--- src/rtl/vx_fetch.sv ---
// Instruction fetch: issues icache requests per warp and pairs out-of-order responses with their warp metadata.
// Request side is combinational; the fetch output is held in one register stage until decode accepts it.
module vx_fetch #(
  parameter int NUM_WARPS   = 4,
  parameter int NUM_THREADS = 4,
  parameter int PC_BITS     = 30,
  parameter int UUID_WIDTH  = 1,
  parameter int MAX_PENDING = 4,
  localparam int NW_WIDTH   = (NUM_WARPS > 1) ? $clog2(NUM_WARPS) : 1
) (
  input  logic                   clk,
  input  logic                   reset,

  input  logic                   sched_valid,
  output logic                   sched_ready,
  input  logic [NUM_THREADS-1:0] sched_tmask,
  input  logic [PC_BITS-1:0]     sched_pc,
  input  logic [NW_WIDTH-1:0]    sched_wid,
  input  logic [UUID_WIDTH-1:0]  sched_uuid,

  output logic                   icache_req_valid,
  input  logic                   icache_req_ready,
  output logic [PC_BITS-1:0]     icache_req_addr,
  output logic [NW_WIDTH-1:0]    icache_req_tag,

  input  logic                   icache_rsp_valid,
  output logic                   icache_rsp_ready,
  input  logic [31:0]            icache_rsp_data,
  input  logic [NW_WIDTH-1:0]    icache_rsp_tag,

  output logic                   fetch_valid,
  input  logic                   fetch_ready,
  output logic [NW_WIDTH-1:0]    fetch_wid,
  output logic [NUM_THREADS-1:0] fetch_tmask,
  output logic [PC_BITS-1:0]     fetch_pc,
  output logic [UUID_WIDTH-1:0]  fetch_uuid,
  output logic [31:0]            fetch_instr,

  output logic                   busy,
  output logic                   tag_error
);

  localparam int CNT_W    = $clog2(MAX_PENDING + 1);
  localparam int NW_DEPTH = 1 << NW_WIDTH;
  localparam logic [CNT_W-1:0] CNT_MAX = CNT_W'(MAX_PENDING);
  localparam logic [CNT_W-1:0] CNT_ONE = CNT_W'(1);

  logic [NW_DEPTH-1:0]    pending_q, pending_d;
  logic [CNT_W-1:0]       outstanding_q, outstanding_d;
  logic                   fetch_valid_q, fetch_valid_d;
  logic                   tag_error_q, tag_error_d;
  logic                   busy_q, busy_d;

  // Warp metadata table, tagged by wid; contents are don't-care until written.
  logic [NUM_THREADS-1:0] tbl_tmask_q [NW_DEPTH];
  logic [PC_BITS-1:0]     tbl_pc_q    [NW_DEPTH];
  logic [UUID_WIDTH-1:0]  tbl_uuid_q  [NW_DEPTH];

  logic [NW_WIDTH-1:0]    fetch_wid_q;
  logic [NUM_THREADS-1:0] fetch_tmask_q;
  logic [PC_BITS-1:0]     fetch_pc_q;
  logic [UUID_WIDTH-1:0]  fetch_uuid_q;
  logic [31:0]            fetch_instr_q;

  logic wid_free, credit_ok, req_fire, rsp_fire, rsp_hit, rsp_miss;

  assign wid_free         = ~pending_q[sched_wid];
  assign credit_ok        = (outstanding_q < CNT_MAX);
  assign icache_req_valid = sched_valid & wid_free & credit_ok;
  assign sched_ready      = icache_req_ready & wid_free & credit_ok;
  assign icache_req_addr  = sched_pc;
  assign icache_req_tag   = sched_wid;
  assign req_fire         = icache_req_valid & icache_req_ready;

  assign icache_rsp_ready = ~fetch_valid_q | fetch_ready;
  assign rsp_fire         = icache_rsp_valid & icache_rsp_ready;
  // A response for a warp with nothing outstanding is a protocol error and is dropped.
  assign rsp_hit          = rsp_fire & pending_q[icache_rsp_tag];
  assign rsp_miss         = rsp_fire & ~pending_q[icache_rsp_tag];

  always_comb begin
    pending_d = pending_q;
    if (rsp_hit) begin
      pending_d[icache_rsp_tag] = 1'b0;
    end
    if (req_fire) begin
      pending_d[sched_wid] = 1'b1;
    end
  end

  always_comb begin
    outstanding_d = outstanding_q;
    if (req_fire && !rsp_hit && outstanding_q != CNT_MAX) begin
      outstanding_d = outstanding_q + CNT_ONE;
    end else if (rsp_hit && !req_fire && outstanding_q != '0) begin
      outstanding_d = outstanding_q - CNT_ONE;
    end
  end

  always_comb begin
    fetch_valid_d = fetch_valid_q;
    if (rsp_hit) begin
      fetch_valid_d = 1'b1;
    end else if (fetch_ready) begin
      fetch_valid_d = 1'b0;
    end
    tag_error_d = tag_error_q | rsp_miss;
    busy_d      = (outstanding_q != '0) | fetch_valid_q;
  end

  always_ff @(posedge clk) begin
    if (reset) begin
      pending_q     <= '0;
      outstanding_q <= '0;
      fetch_valid_q <= 1'b0;
      tag_error_q   <= 1'b0;
      busy_q        <= 1'b0;
    end else begin
      pending_q     <= pending_d;
      outstanding_q <= outstanding_d;
      fetch_valid_q <= fetch_valid_d;
      tag_error_q   <= tag_error_d;
      busy_q        <= busy_d;
    end
  end

  always_ff @(posedge clk) begin
    if (req_fire) begin
      tbl_tmask_q[sched_wid] <= sched_tmask;
      tbl_pc_q[sched_wid]    <= sched_pc;
      tbl_uuid_q[sched_wid]  <= sched_uuid;
    end
  end

  always_ff @(posedge clk) begin
    if (rsp_hit) begin
      fetch_wid_q   <= icache_rsp_tag;
      fetch_tmask_q <= tbl_tmask_q[icache_rsp_tag];
      fetch_pc_q    <= tbl_pc_q[icache_rsp_tag];
      fetch_uuid_q  <= tbl_uuid_q[icache_rsp_tag];
      fetch_instr_q <= icache_rsp_data;
    end
  end

  assign fetch_valid = fetch_valid_q;
  assign fetch_wid   = fetch_wid_q;
  assign fetch_tmask = fetch_tmask_q;
  assign fetch_pc    = fetch_pc_q;
  assign fetch_uuid  = fetch_uuid_q;
  assign fetch_instr = fetch_instr_q;
  assign busy        = busy_q;
  assign tag_error   = tag_error_q;

endmodule

--- config.mk ---
export PLATFORM = sky130hd
export DESIGN_NAME = vx_fetch
export DESIGN_NICKNAME = d
export VERILOG_FILES = /design/src/rtl/vx_fetch.sv
export SDC_FILE = /design/constraint.sdc
export NUM_CORES = 1
export LEC_CHECK = 0
export BUFFER_PORTS_ARGS = -buffer_cell sky130_fd_sc_hd__buf_2
export CAP_MARGIN = 10
export CELL_PAD_IN_SITES_DETAIL_PLACEMENT = 2
export CELL_PAD_IN_SITES_GLOBAL_PLACEMENT = 2
export CORE_MARGIN = 5
export CORE_UTILIZATION = 40
export DETAILED_ROUTE_END_ITERATION = 10
export GPL_TIMING_DRIVEN = 0
export PLACE_DENSITY_LB_ADDON = 0.1
export SLEW_MARGIN = 5
export SYNTH_ARGS = -nofsm -noshare
export SYNTH_HDL_FRONTEND = slang
export SYNTH_SLANG_ARGS = --single-unit
--- constraint.sdc ---
create_clock -name clk -period 8.8 [get_ports clk]
set_input_delay 1.76 -clock clk [delete_from_list [all_inputs] [get_ports clk]]
set_output_delay 1.76 -clock clk [all_outputs]
set_load 0.05 [all_outputs]
[Word-level counts from Yosys, hierarchy flattened]
Memories as Yosys holds them, arrays and structs flattened. A register that Yosys moved wholly into a read port is not among the register bits.
Cells that the tools add are included.
Operators by class
  add/sub/neg operators: 2
  equality and inequality tests: 1
  order comparisons: 5
  bitwise logic cells: 17
  reductions and logical operators: 11
  muxes and demuxes: 16
Operators by type and width (count)
  $and A1 B1 Y1: 8
  $mux W1: 8
  $mux W4: 2
  $logic_and A1 B1 Y1: 6
  $lt A2 B3 Y1 const B: 2
  $mux W3: 2
  $and A4 B4 Y4: 1
  $bmux W1 S2: 2
  $demux W1 S2: 2
  $ge A2 B1 Y1 const B: 2
  $not A4 Y4: 1
  $or A4 B4 Y4: 1
  $reduce_bool A2 Y1: 2
  $add A3 B1 Y3 const B: 1
  $lt A3 B3 Y1 const B: 1
  $ne A3 B3 Y1 const B: 1
  $not A1 Y1: 3
  $or A1 B1 Y1: 3
  $reduce_bool A3 Y1: 1
  $sub A3 B1 Y3 const B: 1
  $logic_not A1 Y1: 2
Storage, ports and cells
  memories: 3
  output and inout port bits: 107
  RAM bits: 140
  word-level logic and storage cells: 62
  register bits after elaboration: 44
Memory list
  tbl_pc_q: depth 4, width 30, rd ports 1, clocked after memory_dff 1, write ports 1, line 56  | logic [PC_BITS-1:0] tbl_pc_q [NW_DEPTH];
  tbl_tmask_q: depth 4, width 4, rd ports 1, clocked after memory_dff 1, write ports 1, line 55  | logic [NUM_THREADS-1:0] tbl_tmask_q [NW_DEPTH];
  tbl_uuid_q: depth 4, width 1, rd ports 1, clocked after memory_dff 1, write ports 1, line 57  | logic [UUID_WIDTH-1:0] tbl_uuid_q [NW_DEPTH];

[Logic depth before layout (Yosys ltp)]
Gate-level depths: netlist (run 1).
  depth after elaboration: 11
  gate-level depth with buffers: 8
  depth with buffers taken out: 8

[Worst setup path after synthesis (run 1)]
No wires, ideal clock.
  path kind: input -> register
  start: input port sched_wid[0]
  end: memory tbl_pc_q[0][0] (enable)
  data required time: 8320 ps
  stages: 2
  setup slack: 3560 ps
  arrival time: 4760 ps
  library setup time: 480 ps
  path through: nor4bb_1 -> nor3b_1
On the way
  cells in the longest elaborated chain, start to end: 8
RTL lines
  start: declaration: line 18  | input logic [NW_WIDTH-1:0] sched_wid,
  $bmux W1 S2: line 67  | assign wid_free = ~pending_q[sched_wid];
  $mux W1 (not written as such): line 67
  $not A1 Y1: line 67
  $and A1 B1 Y1 (2 in series): line 69  | assign icache_req_valid = sched_valid & wid_free & credit_ok;
  $and A1 B1 Y1: line 73  | assign req_fire = icache_req_valid & icache_req_ready;
  $mux W1: line 128  | if (req_fire) begin
  $mux W1 (not written as such): line 130  | tbl_pc_q[sched_wid] <= sched_pc;
  end: declaration: line 56
Parallel ways exist; a longest one is shown, timed or not. The select of a mux whose other input is x is not followed.

[Worst setup path after layout (run 1)]
  start: input port sched_wid[1]
  end: output port icache_req_valid
On the way
  cells in the longest elaborated chain, start to end: 5
RTL lines
  $bmux W1 S2: line 67
  $mux W1 (not written as such): line 67
  $not A1 Y1: line 67
  $and A1 B1 Y1 (2 in series): line 69
  end: declaration: line 21  | output logic icache_req_valid,
No other way between the ends. The select of a mux whose other input is x is not followed.

==> results of run 1 <==
-- per-layer routing --
layer / up-vias / track usage [%] / wire length (um)
li1: 1846 / - / -
met1: 2128 / 18.8 / 7070
met2: 170 / 30.7 / 9880
met3: 21 / 4.18 / 1430
met4: 0 / 3.94 / 263
met5: - / 0 / 0
-- stage by stage --
| step | hold slack [ns] | power, mW | area, sq um |
|---|---|---|---|
| after floorplan | 0.472 | 1.30 | 7920 |
| after global placement | 0.449 | 1.35 | 9160 |
| after detailed placement | 0.477 | 1.36 | 9330 |
| after CTS | 0.482 | 2.36 | 10100 |
| after global routing | 0.506 | 2.42 | 10100 |
| final | 0.483 | 2.32 | 10100 |
-- worst min-delay path, cell delays in order (launching register included) --
cell,delay [ns]
dfxtp_1,0.33
a21oi_1,0.04
nor2_1,0.08
-- Yosys cell counts, types with 2 or more instances --
| cell type | n | area (sq um) |
|---|---|---|
| nor3_1 | 3 | 15.0 |
| o21ai_0 | 5 | 25.0 |
| nand2b_1 | 2 | 12.5 |
| clkbuf_1 | 2 | 7.51 |
| nor3b_1 | 2 | 15.0 |
| inv_1 | 7 | 26.3 |
| mux4_2 | 36 | 811 |
| buf_2 | 3 | 15.0 |
| or3_1 | 2 | 12.5 |
| buf_4 | 32 | 240 |
| mux2i_1 | 2 | 20.0 |
| nor2_1 | 6 | 22.5 |
| nand2_1 | 6 | 22.5 |
| buf_1 | 4 | 15.0 |
| and2_1 | 4 | 25.0 |
| edfxtp_1 | 209 | 6280 |
| a21oi_1 | 9 | 45.0 |
| dfxtp_1 | 10 | 200 |
-- how the worst max path moves through the flow --
stage                                  end
after floorplan             tbl_pc_q[0][0]
after global placement      tbl_pc_q[0][2]
after detailed placement  icache_req_valid
after CTS                 icache_req_valid
after global routing      icache_req_valid
final                     icache_req_valid
-- cells in the final DEF (no fill, tap or decap), drive strengths merged, types with 2 or more instances in the layout --
cell and instances:
clkbuf 34, nand2b 2, edfxtp 209, mux4 36, o21ai 5, nor2 6
buf 232, or3 2, inv 7, bufinv 2, nand3 2, nor3b 2
and2 4, mux2i 2, nor3 3, nand2 6, dfxtp 10, clkinv 8
a21oi 9
-- flip-flops by register name, summed over array words and instances (netlist names) --
register / count
tbl_pc_q: 120
busy: 1
outstanding_q: 3
tbl_tmask_q: 16
fetch_pc: 30
fetch_valid: 1
fetch_uuid: 1
tag_error: 1
fetch_wid: 2
fetch_tmask: 4
fetch_instr: 32
pending_q: 4
tbl_uuid_q: 4
-- area by class of cell --
class / count / area [sq um]
tap: 265 / 332
fill: 1776 / 9350
inverter: 7 / 28.8
clock buffer: 32 / 682
timing repair buffer: 193 / 1060
buffer: 41 / 278
clock inverter: 11 / 103
sequential: 219 / 6480
multi-input combinational: 89 / 1150
-- cells by family (layout without fill, tap and decap cells) --
group	count (synthesis)	in the layout	synth area share [%]
multiplexers	38	38	10.5
AND/OR/NAND/NOR	31	31	2.24
buffers and inverters	48	284	3.84
adder cells (fa/ha/maj)	1	1	0.253
flip-flops	219	219	81.8
AO/OA/AOI/OAI	19	19	1.41
-- power groups by stage --
stage	clock network (mW)	logic, mW	registers (mW)
3_3_place_gp	0	0.158	1.20
2_1_floorplan	0	0.0874	1.21
4_1_cts	1.01	0.170	1.17
6_report	0.983	0.166	1.17
3_5_place_dp	0	0.169	1.20
5_1_grt	1.06	0.178	1.18
==> impl_metrics.csv, run 1 <==
group,metric,value,unit
grt,grt_start_max_net_pins,41,
critical_path,cp_max_fo,7,
clock_network,post_cts_resized,0,
clock_network,htree_levels,1,
critical_path,cp.depth,6,
floorplan,die_width,151,um
clock_network,clockBufferDepth,3,
final_layout,drive_above_1_share,51.5,%
clock_network,tritoncts,"done",
place,dp_cells,814,
worst_hold_path,holdPathStages,2,
sta,worst_slew_pin_slew,1.01,ns
power,irDropWorstVdd,119,uV
place,gp_congestion,0.731,
critical_path,crit_chain,"buf_2 -> mux2i_1 -> nand2_1 -> a21oi_1 -> and2_1 -> buf_2",
critical_path,start_kind,"primary input",
critical_path,cp_num_buf_inv,2,
drt,drcViolationCount,0,
clock_network,cts-hold-fix-buffers,0,
critical_path,cp_slowest_cell,"mux2i_1",
critical_path,critPathArrivalTime,2.86,ns
drt,dr.first_iter.drc_count,187,
sta,grt_setup_unrepaired,"false",
critical_path,rr_endpoint,"outstanding_q[2]",
synthesis,syn_area,7920,sq um
power,comb_power_share,7.2,%
synthesis,synth-seq-cells,219,
sta,hold_viol,0,
critical_path,setup.worst_path.end_class,"primary output",
final_layout,area_delta_synth_final,27.7,%
floorplan,rows,51,
grt,grt_pass1_vias,4842,
drt,vias,4165,
drt,drt_wl_total,18600,um
final_layout,diodes,0,
critical_path,cp-startpoint,"sched_wid[1]",
synthesis,synth_cells,356,
grt,grt_antenna_before_repair,0,
sta,setup-tns-final,0,ns
critical_path,worst-setup-path-type,"in2out",
power,p_sw,0.499,mW
flow_run,cap_violations,0,
clock_network,post_cts_buffers,0,
sta,final-setup-viol-count,0,
sta,relSlewSlack,32.6,%
worst_hold_path,min_from,"tag_error",
drt,wl_per_cell,21.8,um
floorplan,pin_count,184,
critical_path,r2r-start,"pending_q[3]",
power,power_leakage,3.70,nW
critical_path,r2r_cells,8,
worst_hold_path,holdPathEnd,"tag_error",
synthesis,syn_nets,434,
critical_path,path_delay_family,"buffers and inverters",
sta,finClkSkew,0.00778,ns
power,clock_power_share,42.3,%
floorplan,dieArea,22700,sq um
critical_path,crit_path_frequent_cell,"buf_2",
synthesis,ys_warn_count,0,
place,place_hpwl,12900,um
drt,viasPerCell,4.86,
clock_network,cts_sinks,219,
power,cellPowerDensity,230,nW/um^2
place,pre_cts_ws,4.18,ns
power,seq_power_share,50.5,%
final_layout,final_util,52.0,%
place,numPortBuffers,182,
critical_path,r2r_slack,6.51,ns
synthesis,async_flop_share,0,%
critical_path,required,7.04,ns
clock_network,numCtsBuffers,24,
synthesis,synth_edf_count,209,
critical_path,slowest_delay,0.28,ns
floorplan,core,19500,sq um
power,swShare,21.5,%
sta,final-max-slew-violation-count,0,
final_layout,nNetsFinal,653,
clock_network,insertion_delay,0.50,ns
sta,setup_ws,4.18,ns
synthesis,ys_seq_area_share,81.8,%
power,p_int,1.82,mW
drt,dr.pass1.iters,5,
clock_network,cts_root_buf,"clkbuf_16",
floorplan,die_h,151,um
status,status,"finished, final reports clean",
synthesis,synth_flop_cell,"edfxtp_1",
sta,fmax,0.217,GHz
floorplan,initial_core_util,40.7,%
sta,post-route-period-util,52.5,%
synthesis,synth.avg_cell_area,22.2,sq um
synthesis,yosysUniqueCellTypes,30,
final_layout,final_cells,857,
grt,grtUsageTotal,16.4,%
worst_hold_path,min_path_type,"reg2reg",
drt,ant_nets,0,
sta,min_period,4.62,ns
grt,grt_pass1_wl,27900,um
clock_network,cts.clk_slew.worst_paths,0.05,ns
grt,grt_overflow,0,
Power figures use the tool's default switching activity.
==> run 2: changes to the inputs <==
- CORE_UTILIZATION: 40 -> 36
- clock period: 8.8 -> 3.9 ns (I/O delays scaled with it)
==> run 2 against run 1 <==
Net effect:
- critical path depth is the same
- final area grew 0.48%
- flip-flop and latch count is the same
- register-to-register slack lost 4.9 ns
- first-iteration DRC count grew 2.1%
- critical path type unchanged
- sequential power grew 130%
- global-route usage shrank 2.2 points
- clock skew grew 0.0055 ns
- setup slack lost 3.0 ns
- cell count grew 1.8%
==> impl_metrics.csv, run 2 (synthesized netlist as in run 1, its figures left out) <==
group,metric,value,unit
critical_path,crit_path_frequent_cell,"buf_2",
sta,worst_slew_pin_slew,0.736,ns
sta,fin_hold_ws,0.452,ns
grt,grt_pass1_wl,27100,um
sta,final-max-slew-violation-count,0,
final_layout,fillers,2059,
drt,wl_per_cell,20.8,um
sta,finClkSkew,0.0133,ns
final_layout,largest_reg_flops,120,
critical_path,r2r_cells,8,
clock_network,cts-hold-fix-buffers,0,
final_layout,drive_above_1_share,50.5,%
critical_path,r2r-start,"pending_q[3]",
grt,grt_start_max_net_pins,48,
place,gp_congestion,0.704,
sta,final-setup-viol-count,0,
worst_hold_path,holdPathStages,1,
worst_hold_path,min_path_type,"in2reg",
status,status,"finished, final reports clean",
sta,setup-tns-final,0,ns
sta,post-route-period-util,68.6,%
drt,ant_nets,0,
critical_path,worst-setup-path-type,"in2out",
clock_network,htree_levels,1,
critical_path,crit_chain,"buf_2 -> mux2i_1 -> nand2b_1 -> a21oi_1 -> and2_1 -> buf_2",
critical_path,setup.worst_path.end_class,"primary output",
critical_path,r2r_slack,1.61,ns
drt,drcViolationCount,0,
sta,min_period,2.68,ns
floorplan,core,21800,sq um
grt,grt_antenna_before_repair,0,
final_layout,final_cell_mix,"edfxtp_1 (209), buf_2 (185), mux4_2 (36), buf_4 (32), clkbuf_16 (25)",
drt,dr.pass1.iters,4,
power,power_leakage,3.69,nW
drt,viasPerCell,4.70,
drt,dr.first_iter.drc_count,191,
critical_path,slowest_delay,0.26,ns
floorplan,rows,54,
critical_path,start_kind,"primary input",
final_layout,multiInputGateArea,1160,sq um
clock_network,post_cts_resized,0,
clock_network,numCtsBuffers,25,
grt,grtUsageTotal,14.2,%
clock_network,insertion_delay,0.51,ns
final_layout,layout_commonest_cell,"edfxtp_1",
final_layout,final_util,46.7,%
critical_path,required,3.12,ns
clock_network,cts.clk_slew.worst_paths,0.06,ns
grt,grt_pass1_vias,4635,
floorplan,initial_core_util,36.4,%
clock_network,tritoncts,"done",
floorplan,die_width,158,um
flow_run,cap_violations,0,
critical_path,critPathArrivalTime,1.90,ns
final_layout,regMostFlops,"tbl_pc_q",
clock_network,post_cts_buffers,0,
clock_network,cts_root_buf,"clkbuf_16",
grt,grt_overflow,0,
floorplan,dieArea,25100,sq um
final_layout,area_delta_synth_final,28.3,%
drt,vias,4097,
sta,grt_setup_unrepaired,"false",
place,pre_cts_ws,0.995,ns
sta,setup_ws,1.22,ns
sta,relSlewSlack,50.9,%
worst_hold_path,min_from,"icache_rsp_data[10]",
critical_path,rr_endpoint,"outstanding_q[2]",
power,cellPowerDensity,512,nW/um^2
clock_network,clockBufferDepth,3,
place,numPortBuffers,182,
critical_path,cp-startpoint,"sched_wid[1]",
final_layout,diodes,0,
critical_path,cp_max_fo,7,
floorplan,die_h,158,um
floorplan,pin_count,184,
drt,drt_wl_total,18200,um
critical_path,cp_slowest_cell,"mux2i_1",
sta,hold_viol,0,
place,place_hpwl,12500,um
worst_hold_path,holdPathEnd,"fetch_instr[10]",
power,irDropWorstVdd,360,uV
final_layout,nNetsFinal,652,
clock_network,cts_sinks,219,
sta,fmax,0.374,GHz
final_layout,ff_latch_area,6480,sq um
## run 2: changes by cell type in the layout (fill, tap and decap cells not counted), moves of 3 or more
cell and change:
clkinv_1 +4, buf_8 +4, buf_16 +3, buf_6 -7, clkbuf_8 -3
## run 2: cell type report
class / count / area share [%]
Clock inverter: 14 / 1.16
Sequential cell: 219 / 63.7
Tap cell: 280 / 3.45
Clock buffer: 31 / 6.38
Buffer: 41 / 2.73
Multi-Input combinational cell: 89 / 11.4
Timing Repair Buffer: 191 / 10.8
Inverter: 7 / 0.283
## run 2: layer usage
metal | wire length (um) | vias to the layer above | GRT usage (%)
met1 | 7380 | 2078 | 17.9
li1 | - | 1841 | -
met2 | 9050 | 150 | 25.2
met5 | 0 | - | 0
met3 | 1420 | 28 | 3.13
met4 | 325 | 0 | 3.21
## run 2: critical path: cells and delay by family
family | cells | cell delay, ns
simple gates | 2 | 0.22
buf+inv | 2 | 0.44
compound gates | 1 | 0.18
mux | 1 | 0.26
## run 2: worst max path at each step
stage,endpoint
final,sched_ready
after global routing,icache_req_valid
after CTS,sched_ready
after detailed placement,outstanding_q[2]
after global placement,tbl_pc_q[0][3]
after floorplan,fetch_instr[0]
## run 2: power by group
group          internal, mW  switching, mW
registers              2.63         0.0168
clock network          1.31          0.875
logic                 0.135          0.242
## run 2: metrics by stage
stage          std cells  power [mW]  instance area, sq um
4_1_cts              872        5.29                 10200
3_5_place_dp         827        3.08                  9400
3_3_place_gp         818        3.06                  9190
6_report             872        5.21                 10200
2_1_floorplan        356        2.94                  7930
5_1_grt              872        5.43                 10200
